**src/rtl/fifo_wr_arbiter.sv**
```systemverilog
// Burst-locked round-robin arbiter sharing one fifo write port among NUM_REQ producers.
// One IDLE cycle per grant, then up to MAX_BURST words; fifo_full stalls only the granted producer.
module fifo_wr_arbiter #(
  parameter int data_width = 100,
  parameter int NUM_REQ    = 4,
  parameter int ID_WIDTH   = 2,
  parameter int MAX_BURST  = 4
) (
  input  logic                            clk,
  input  logic                            rst_n,
  input  logic [NUM_REQ-1:0]              req_valid,
  input  logic [NUM_REQ*data_width-1:0]   req_data,
  output logic [NUM_REQ-1:0]              req_ready,
  input  logic                            fifo_full,
  output logic                            fifo_wr_en,
  output logic [data_width-1:0]           fifo_wr_data,
  output logic [ID_WIDTH-1:0]             grant_id,
  output logic                            busy
);

  typedef enum logic {
    IDLE  = 1'b0,
    GRANT = 1'b1
  } state_t;

  localparam logic [ID_WIDTH-1:0] LAST_RST  = ID_WIDTH'(NUM_REQ - 1);
  localparam logic [3:0]          LAST_BEAT = 4'(MAX_BURST - 1);

  state_t                state_q, state_d;
  logic [ID_WIDTH-1:0]   grant_q, grant_d;
  logic [ID_WIDTH-1:0]   last_q, last_d;
  logic [3:0]            beat_q, beat_d;
  logic [ID_WIDTH-1:0]   pick;
  logic                  any_vld;
  logic                  owner_vld;
  logic [data_width-1:0] sel_data;

  assign any_vld   = |req_valid;
  assign owner_vld = req_valid[grant_q];
  assign busy      = (state_q == GRANT);
  assign grant_id  = grant_q;

  // Search starts just after the previous owner and wraps modulo NUM_REQ,
  // so non-power-of-2 requester counts never land on an unused index.
  always_comb begin
    int                  idx;
    logic                found;
    logic [ID_WIDTH-1:0] cand;
    idx   = 0;
    cand  = '0;
    found = 1'b0;
    pick  = '0;
    for (int i = 1; i <= NUM_REQ; i++) begin
      idx = int'(last_q) + i;
      if (idx >= NUM_REQ) begin
        idx = idx - NUM_REQ;
      end
      cand = ID_WIDTH'(idx);
      if (!found && req_valid[cand]) begin
        found = 1'b1;
        pick  = cand;
      end
    end
  end

  always_comb begin
    sel_data = '0;
    for (int i = 0; i < NUM_REQ; i++) begin
      if (grant_q == ID_WIDTH'(i)) begin
        sel_data = req_data[i*data_width +: data_width];
      end
    end
  end

  always_comb begin
    req_ready = '0;
    if (busy && !fifo_full) begin
      req_ready[grant_q] = 1'b1;
    end
  end

  assign fifo_wr_en   = busy && owner_vld && !fifo_full;
  assign fifo_wr_data = fifo_wr_en ? sel_data : '0;

  always_comb begin
    state_d = state_q;
    grant_d = grant_q;
    last_d  = last_q;
    beat_d  = beat_q;
    case (state_q)
      IDLE: begin
        if (any_vld) begin
          grant_d = pick;
          beat_d  = '0;
          state_d = GRANT;
        end
      end
      GRANT: begin
        // A producer gap releases the port; a full fifo merely holds the burst.
        if (!owner_vld) begin
          last_d  = grant_q;
          state_d = IDLE;
        end else if (!fifo_full) begin
          beat_d = beat_q + 4'd1;
          if (beat_q == LAST_BEAT) begin
            last_d  = grant_q;
            state_d = IDLE;
          end
        end
      end
      default: state_d = IDLE;
    endcase
  end

  always_ff @(posedge clk or negedge rst_n) begin
    if (!rst_n) begin
      state_q <= IDLE;
      grant_q <= '0;
      last_q  <= LAST_RST;
      beat_q  <= '0;
    end else begin
      state_q <= state_d;
      grant_q <= grant_d;
      last_q  <= last_d;
      beat_q  <= beat_d;
    end
  end

endmodule

```
**config.mk**
```make
export PLATFORM = sky130hd
export DESIGN_NAME = fifo_wr_arbiter
export DESIGN_NICKNAME = d
export VERILOG_FILES = /design/src/rtl/fifo_wr_arbiter.sv
export SDC_FILE = /design/constraint.sdc
export NUM_CORES = 1
export LEC_CHECK = 0
export CORE_AREA = 2 2 201 203
export CTS_CLUSTER_DIAMETER = 40
export DETAILED_ROUTE_END_ITERATION = 12
export DIE_AREA = 0 0 203 205
export GPL_ROUTABILITY_DRIVEN = 0
export RECOVER_POWER = 25
export SYNTH_ARGS = -nofsm -noshare
export SYNTH_HDL_FRONTEND = slang
export SYNTH_SLANG_ARGS = --single-unit
```
**constraint.sdc**
```tcl
create_clock -name clk -period 4.4 [get_ports clk]
set_input_delay 0.88 -clock clk [delete_from_list [all_inputs] [get_ports clk]]
set_output_delay 0.88 -clock clk [all_outputs]
set_load 0.005 [all_outputs]
```
==> flow_metrics.env <==
export IMPL_grt_max_degree=61
export IMPL_netlist_area_leader_share=0.625
export IMPL_cts_hold_buf=0
export IMPL_critical_path_startpoint_type="input port"
export IMPL_clock_sinks=9
export IMPL_cp_max_fo=57
export IMPL_synth_top_family_by_area="multiplexers"
export IMPL_worstSetupPathType="in -> out"
export IMPL_root_buffer="clkbuf_16"
export IMPL_max_slew_margin=-0.105
export IMPL_synth_simple_gate_area_frac=0.215
export IMPL_fin_crit_sh=0.938
export IMPL_clk_latency_ps=230
export IMPL_hold_viol=0
export IMPL_drtIter0Drc=219
export IMPL_ys_seq_elements=9
export IMPL_irDropWorstVdd_uv=359
export IMPL_r2r_cells=5
export IMPL_ys_seq_area_frac=0.0626
export IMPL_first_pass_iters=5
export IMPL_cts_tree="built"
export IMPL_clk_path_buf_depth=2
export IMPL_post_cts_buffers=0
export IMPL_post_dp_hpwl_um=20600
export IMPL_p_sw_mw=1.15
export IMPL_failed_checks="max-capacitance violations, max-slew violations"
export IMPL_grt_pass1_vias=5039
export IMPL_crit_path_end_kind="output pin"
export IMPL_comb_power_share=0.879
export IMPL_p_per_area_nw_per_um2=339
export IMPL_crit_arrival_ps=3250
export IMPL_antenna_found_initial=4
export IMPL_fin_tns_setup_ps=0
export IMPL_postSynthAreaPerCell_um2=12.1
export IMPL_place_ws_ps=384
export IMPL_synth_xor_area_frac=0
export IMPL_seqPwrFrac=0.072
export IMPL_yosysUniqueCellTypes=34
export IMPL_ios=515
export IMPL_numPortBuffers=514
export IMPL_drv_cap=1
export IMPL_rsz0062_at_grt="no"
export IMPL_dr_total_vias=4902
export IMPL_finalCriticalPeriod_ps=4130
export IMPL_grt_overflow=0
export IMPL_synth_warnings=0
export IMPL_vias_per_cell=3.72
export IMPL_grt_usage=0.102
export IMPL_power_internal_mw=2.06
export IMPL_critical_path_required_ps=3520
export IMPL_synth_adder_area_share=0.00344
export IMPL_drive_gt1_frac=0.150
export IMPL_chipHeight_um=205
export IMPL_initial_core_util=0.0925
export IMPL_synth_mux_area_frac=0.642
export IMPL_ys_top_cells_by_area="mux4_2, and2_1, dfrtp_1"
export IMPL_area_delta_synth_final_pct=160
export IMPL_clkPwrFrac=0.049
export IMPL_grt_pass1_wl_um=32500
export IMPL_setup_slack_ps=274
export IMPL_skew_ps=1.28
export IMPL_die_x_um=203
export IMPL_wl_per_cell_um=17.9
export IMPL_core_um2=39400
export IMPL_power_leakage_nw=3.28
export IMPL_ctsResizeCount=0
export IMPL_finalNetCount=1200
export IMPL_synth_fp_nets=709
export IMPL_holdPathStages=1
export IMPL_drv_slew=61
export IMPL_cts_buffers=3
export IMPL_dieArea_um2=41600
export IMPL_drc=0
export IMPL_postRouteAntennaNets=0
export IMPL_syn_inst=301
export IMPL_sw_frac_of_total=0.357
export IMPL_synth_compound_area_frac=0.0234
export IMPL_yosysTopAreaCell="mux4_2"
export IMPL_max_freq_mhz=242
export IMPL_diodes=0
export IMPL_h_tree_depth=1
export IMPL_synth_area_um2=3640
export IMPL_rows=73
export IMPL_finalWirelength_um=23500
export IMPL_clkTransAtPathRegs_ps=40
export IMPL_setup_viol=0
export IMPL_status="finished with violations"
export IMPL_min_path_type="reg -> reg"
export IMPL_worst_slew_pin_slew_ps=1660
Yosys cell counts:
library cell	number
buf_1	2
or3_1	1
o31ai_1	1
a21o_1	1
nand4b_1	1
o31a_1	1
a21boi_1	1
nand2_1	8
o21ai_0	3
buf_4	3
a31oi_1	1
nor4b_1	1
o22ai_1	1
and2_1	100
dfstp_2	2
o21a_1	1
dfrtp_1	7
mux4_2	101
nand3_1	9
nor2_1	6
mux2i_1	5
a21oi_1	2
nand3b_1	2
clkbuf_1	11
inv_1	3
or3b_4	1
buf_2	18
ha_1	1
o22a_1	1
clkbuf_2	2
inv_2	1
buf_6	1
mux2_2	1
nor3b_1	1
power groups by stage:
stage	Clock [mW]	Combinational, mW	Sequential (mW)
CTS	0.160	2.87	0.240
floorplan	0	1.69	0.141
global route	0.168	3.03	0.246
finish	0.158	2.82	0.230
detailed placement	0	2.86	0.241
global placement	0	2.87	0.240
kinds of logic (layout without fill, tap and decap cells):
group | count (synthesis) | after routing
simple gates | 130 | 130
mux | 107 | 107
buf+inv | 41 | 531
compound gates | 13 | 13
flops | 9 | 9
fa+ha+maj | 1 | 1
through the flow:
stage	cells	total power, mW	hold WS [ps]	util	area [um2]
floorplan	301	1.83	468	-	3640
global placement	1312	3.11	500	0.239	9400
detailed placement	1312	3.10	510	0.239	9400
CTS	1316	3.27	515	0.241	9480
global route	1316	3.44	559	0.240	9460
finish	1316	3.21	516	0.240	9460
cell usage in the layout (no fill, tap or decap), types with 2 or more instances in the layout:
cell type        count
clkdlybuf4s50_1    502
clkbuf_16            3
dfrtp_4              2
buf_4                4
inv_1                3
dlygate4sd3_1       12
nand2_1              8
nor2_1               6
mux4_2             101
dfrtp_1              5
buf_12               4
nand3_1              9
and2_1             100
o21ai_0              3
mux2i_1              5
dfstp_2              2
a21oi_1              2
nand3b_1             2
critical path: stages:
cell	delay (ps)
dlygate4sd3_1	630
or3b_1	420
o22a_1	220
inv_2	110
buf_12	210
and2_1	170
clkdlybuf4s50_1	540
final timing paths:
| path | startpoint | end | slack (ps) |
|---|---|---|---|
| setup / recovery | fifo_full | fifo_wr_data[75] | 270 |
| min in group asynchronous | rst_n | beat_q[0] | 1030 |
| max in group asynchronous | rst_n | grant_id[1] | 3040 |
| hold reg to reg | beat_q[2] | beat_q[2] | 520 |
| setup reg to reg | grant_id[1] | beat_q[0] | 1780 |
| hold / removal | beat_q[2] | beat_q[2] | 520 |
layer usage:
metal	track usage	routed length, um
met2	0.192	12400
met3	0.0221	1950
met5	0	13
met4	0.00417	119
met1	0.126	9030
flip-flops by register name, indices dropped and copies added, names as in the netlist:
name      cells
beat_q        4
busy          1
last_q        2
grant_id      2
area by class of cell:
class                           count  area [um2]
Timing Repair Buffer              523        5260
Multi-Input combinational cell    251        3210
Clock buffer                        4        78.8
Sequential cell                     9         235
Inverter                            4        15.0
Tap cell                          525         657
Fill cell                        4152       29900
Power figures use the tool's default switching activity.
==> edit 1: new RTL, config.mk and constraints unchanged <==
`ID_WIDTH`: 2 -> 4.
--- a/src/rtl/fifo_wr_arbiter.sv
+++ b/src/rtl/fifo_wr_arbiter.sv
@@ -5,3 +5,3 @@
   parameter int NUM_REQ    = 4,
-  parameter int ID_WIDTH   = 2,
+  parameter int ID_WIDTH   = 4,
   parameter int MAX_BURST  = 4
Ports: changed (resized grant_id); port bits go from 515 to 517. No check against the original RTL was run, so the function may have changed too.
==> edit 1 against the original RTL <==
Area after synthesis decreased by 3.0%; wire length increased by 24%; final cell count increased by 15%; design area about the same; largest cell class unchanged; via count increased by 33%; critical path depth decreased by 1; power decreased by 14%; sequential cell count increased by 4; non-clock buffer count increased by 10; setup slack improved by 2.8 ps.
==> edit 1: results (changes against the original RTL) <==
| Metric | Value |
|---|---|
| Run status | completed (was finished, violations left) |
| First-pass GRT wire length | 39,700 microns (was 32,500 microns) |
| DP HPWL | 24,400 microns (was 20,600 microns) |
| # port buffers | 516 (was 514) |
| Leakage | 2.91 nW (was 3.28 nW) |
| P&R area growth vs syn | 168% (was 160%) |
| Sequential area share after synthesis | 0.0928 (was 0.0626) |
| Routed WL | 29,200 microns (was 23,500 microns) |
| Worst Path Arrival | 3240 ps (was 3250 ps) |
| Post-Synth Adder-Cell Area | 0.0461 (was 0.00344) |
| Syn Nets | 928 (was 709) |
| Fill count | 4,298 (was 4,152) |
| Xor/xnor share of the synthesized area | 0.0124 (was 0) |
| Worst VDD drop | 192 uV (was 359 uV) |
| Nets | 1,401 (was 1,200) |
| Crit path max fanout | 49 (was 57) |
| Layout cell share with drive strength beyond 1 | 0.0327 (was 0.150) |
| Clock Skew | 0.579 ps (was 1.28 ps) |
| Initial antenna violation count | 8 (was 4) |
| Top cells by area, synth | a22oi_1 43%, a21oi_1 15%, dfrtp_1 7.8% (was mux4_2 62%, and2_1 17%, dfrtp_1 4.8%) |
| DR pass1 iterations | 7 (was 5) |
| Post-synth top cells | 201 x a22oi_1, 108 x a21oi_1, 54 x clkbuf_1 (was 101 x mux4_2, 100 x and2_1, 18 x buf_2) |
| Synth Area in Compound Gates | 0.648 (was 0.0234) |
| Via count | 6,538 (was 4,902) |
| Netlist cell types | 48 (was 34) |
| GRT Util Overall | 0.126 (was 0.102) |
| Largest net degree at the start of global routing | 56 (was 61) |
| Vias in the first global route | 6,299 (was 5,039) |
| Instance area at placement | 9380 sq um (was 9400 sq um) |
| Slew HR | 0.592 (was -0.105) |
| Maximum clock path buffer count | 2 (unchanged) |
==> edit 1: routing by layer <==
layer,vias up,wire [microns],global-route usage
met3,30,2930,0.0291
met2,427,14000,0.213
met4,4,614,0.0342
met5,-,32,0
met1,3056,11600,0.160
li1,3021,-,-
==> edit 1: worst paths after layout <==
check | from | endpoint | slack (ps) | cells after the start
worst max-delay path | req_valid[0] | fifo_wr_data[63] | 280 | 6
worst min-delay path | beat_q[0] | beat_q[0] | 540 | 1
worst max register to register | last_q[0] | grant_id[2] | 1180 | 7
worst min register to register | beat_q[0] | beat_q[0] | 540 | 1
max in group asynchronous | rst_n | grant_id[0] | 2910 | 1
min in group asynchronous | rst_n | beat_q[1] | 1100 | 1
==> edit 1: where the power goes <==
group	internal (mW)	switching [mW]	leakage (nW)
clock	0.122	0.0449	0.0382
sequential	0.177	0.122	0.157
combinational	1.15	1.14	2.71
==> edit 1: cell type report <==
cell class / instances / area share
repair buffers: 533 / 0.573
multi-input cells: 421 / 0.310
well taps: 525 / 0.0695
flip-flops and latches: 13 / 0.0347
clock buffers: 4 / 0.00834
inverters: 9 / 0.00357
diodes: 4 / 0.00106
==> edit 1: critical path, cell delays in order <==
cell	delay, ps
dlygate4sd3_1	660
mux4_2	550
nand2b_4	250
buf_12	260
a21oi_1	90
clkdlybuf4s50_1	470
==> edit 1: metrics by stage <==
stage	hold WS, ps	std cells	power (mW)	setup slack, ps
after global placement	513	1501	2.59	440
after global routing	551	1509	2.98	192
after floorplan	487	508	1.44	1310
after CTS	530	1505	2.78	355
after detailed placement	522	1501	2.60	369
final	536	1509	2.75	276
==> edit 1: logic make-up after synthesis <==
kind of cell               Yosys count
AOI/OAI and AO/OA                  341
xor gates and xnor gates             5
adders and majority gates           13
buffers and inverters               74
DFF                                 13
muxes                                6
and+or+nand+nor                     56
==> edit 2: new RTL, config.mk and constraints unchanged <==
Without the edit above. Make the reset (`rst_n`) synchronous in one clocked block.
--- a/src/rtl/fifo_wr_arbiter.sv
+++ b/src/rtl/fifo_wr_arbiter.sv
@@ -114,3 +114,3 @@
 
-  always_ff @(posedge clk or negedge rst_n) begin
+  always_ff @(posedge clk) begin
     if (!rst_n) begin
Behaviour: differs if rst_n is asserted again (counterexample within 4 cycles, from zero or initial values and one cycle with rst_n low); with rst_n held inactive, the same outputs for 4 cycles.
==> edit 2 against the original RTL <==
Register-to-register slack better by 300 ps; count of clock-buffer cells in the layout unchanged; non-clock buffer count unchanged; wire length shrank 2.9%; setup slack improved by 51 ps; design area rose by 0.13%; area after synthesis rose by 0.17%; critical path depth stayed put; sequential cell count unchanged; via count down 0.33%; maximum frequency increased by 1.3%.
Power is not compared: it rests on default switching activity, and its combinational part moved more than twofold at a synthesized area within 25%.
==> edit 2: results (changes against the original RTL) <==
| Metric | Value |
|---|---|
| DRC violation total after the first TritonRoute iteration | 208 (was 219) |
| Post_cts resized | 0 (unchanged) |
| Netlist cell types | 33 (was 34) |
| Syn_area_per_cell | 11.8 sq um (was 12.1 sq um) |
| Synth Warn # | 0 (unchanged) |
| First-pass GRT wire length | 31,600 microns (was 32,500 microns) |
| Clock root buffer | clkbuf_16 (unchanged) |
| Syn Nets | 718 (was 709) |
| Max reg flops | 4 (unchanged) |
| # port buffers | 514 (unchanged) |
| Num CTS Buffers | 3 (unchanged) |
| # H-tree levels | 1 (unchanged) |
| Fill count | 4,217 (was 4,152) |
| Clock Skew | 1.23 ps (was 1.28 ps) |
| Synth Area in Compound Gates | 0.0439 (was 0.0234) |
| Leakage | roughly 3.2 nW |
| Worst-path clk slew | 40 ps (about the same) |
| Worst Path Arrival | 3200 ps (was 3250 ps) |
| Mux contribution to synthesized area | 0.623 (was 0.642) |
| Nets | 1,209 (was 1,200) |
| Crit path max fanout | 60 (was 57) |
| Sequential area share after synthesis | 0.0494 (was 0.0626) |
| Main synth FF type | dfxtp_1 (was dfrtp_1) |
| Routed WL | 22,900 microns (was 23,500 microns) |
| Non-Filler Instances | 1,325 (was 1,316) |
| Asr flop ratio synth | 0 (was 1.00) |
| Worst slack, placed | 482 ps (was 384 ps) |
| Layout cell share with drive strength beyond 1 | 0.149 (was 0.150) |
| DR pass1 iterations | 4 (was 5) |
| Worst hold path type | register to register (unchanged) |
| Register with the highest flop count | beat_q (unchanged) |
| Via count | 4,886 (was 4,902) |
| Post-synth top cells | 101 x and2_1, 100 x mux4_2, 13 x buf_2 (was 101 x mux4_2, 100 x and2_1, 18 x buf_2) |
| Initial antenna violation count | 4 (unchanged) |
| Critical path's slowest cell | dlygate4sd3_1 (unchanged) |
| Instance area at placement | 9400 sq um (unchanged) |
| Setup Fix Bufs, Post-CTS | 0 (unchanged) |
| Clk_lat worst skew | 230 ps (about the same) |
| Final core utilization | 0.241 (was 0.240) |
| Slew HR | 0.119 (was -0.105) |
| Top cells by area, synth | mux4_2 62%, and2_1 17%, dfxtp_1 4.9% (was mux4_2 62%, and2_1 17%, dfrtp_1 4.8%) |
| Vias in the first global route | 5,214 (was 5,039) |
| Antenna Cells | 0 (unchanged) |
| GRT Util Overall | 0.0997 (was 0.102) |
| Largest net degree at the start of global routing | 61 (unchanged) |
| DP HPWL | 20,000 microns (was 20,600 microns) |
| Maximum clock path buffer count | 2 (unchanged) |
| CP peak stage delay | 710 ps (was 630 ps) |
| Post-Synth Adder-Cell Area | 0.00343 (was 0.00344) |
| Run status | completed (was finished, violations left) |
-- edit 2: where the power goes --
group          switching (mW)  internal (mW)  leakage, nW
Combinational           0.318          0.736         3.05
Clock                  0.0406          0.121       0.0382
Sequential             0.0308         0.0894       0.0748
-- edit 2: area by class of cell --
cell class	count	area share
Timing Repair Buffer	523	0.558
Multi-Input combinational cell	258	0.343
Tap cell	525	0.0694
Sequential cell	9	0.0196
Clock buffer	4	0.00832
Inverter	6	0.00238
-- edit 2: final timing paths --
check / cells past startpoint / slack (ps) / from / to
min reg2reg: 2 / 500 / beat_q[1] / beat_q[1]
max reg2reg: 6 / 2080 / grant_id[0] / beat_q[0]
max: 7 / 320 / req_valid[3] / fifo_wr_data[69]
min: 2 / 500 / beat_q[1] / beat_q[1]
-- edit 2: routing by layer --
layer | track usage | wire length, microns | share of wire
met5 | 0 | 41 | 0.0018
met1 | 0.120 | 8750 | 0.38
met4 | 0.0117 | 220 | 0.0096
met2 | 0.177 | 11500 | 0.50
met3 | 0.0326 | 2370 | 0.10
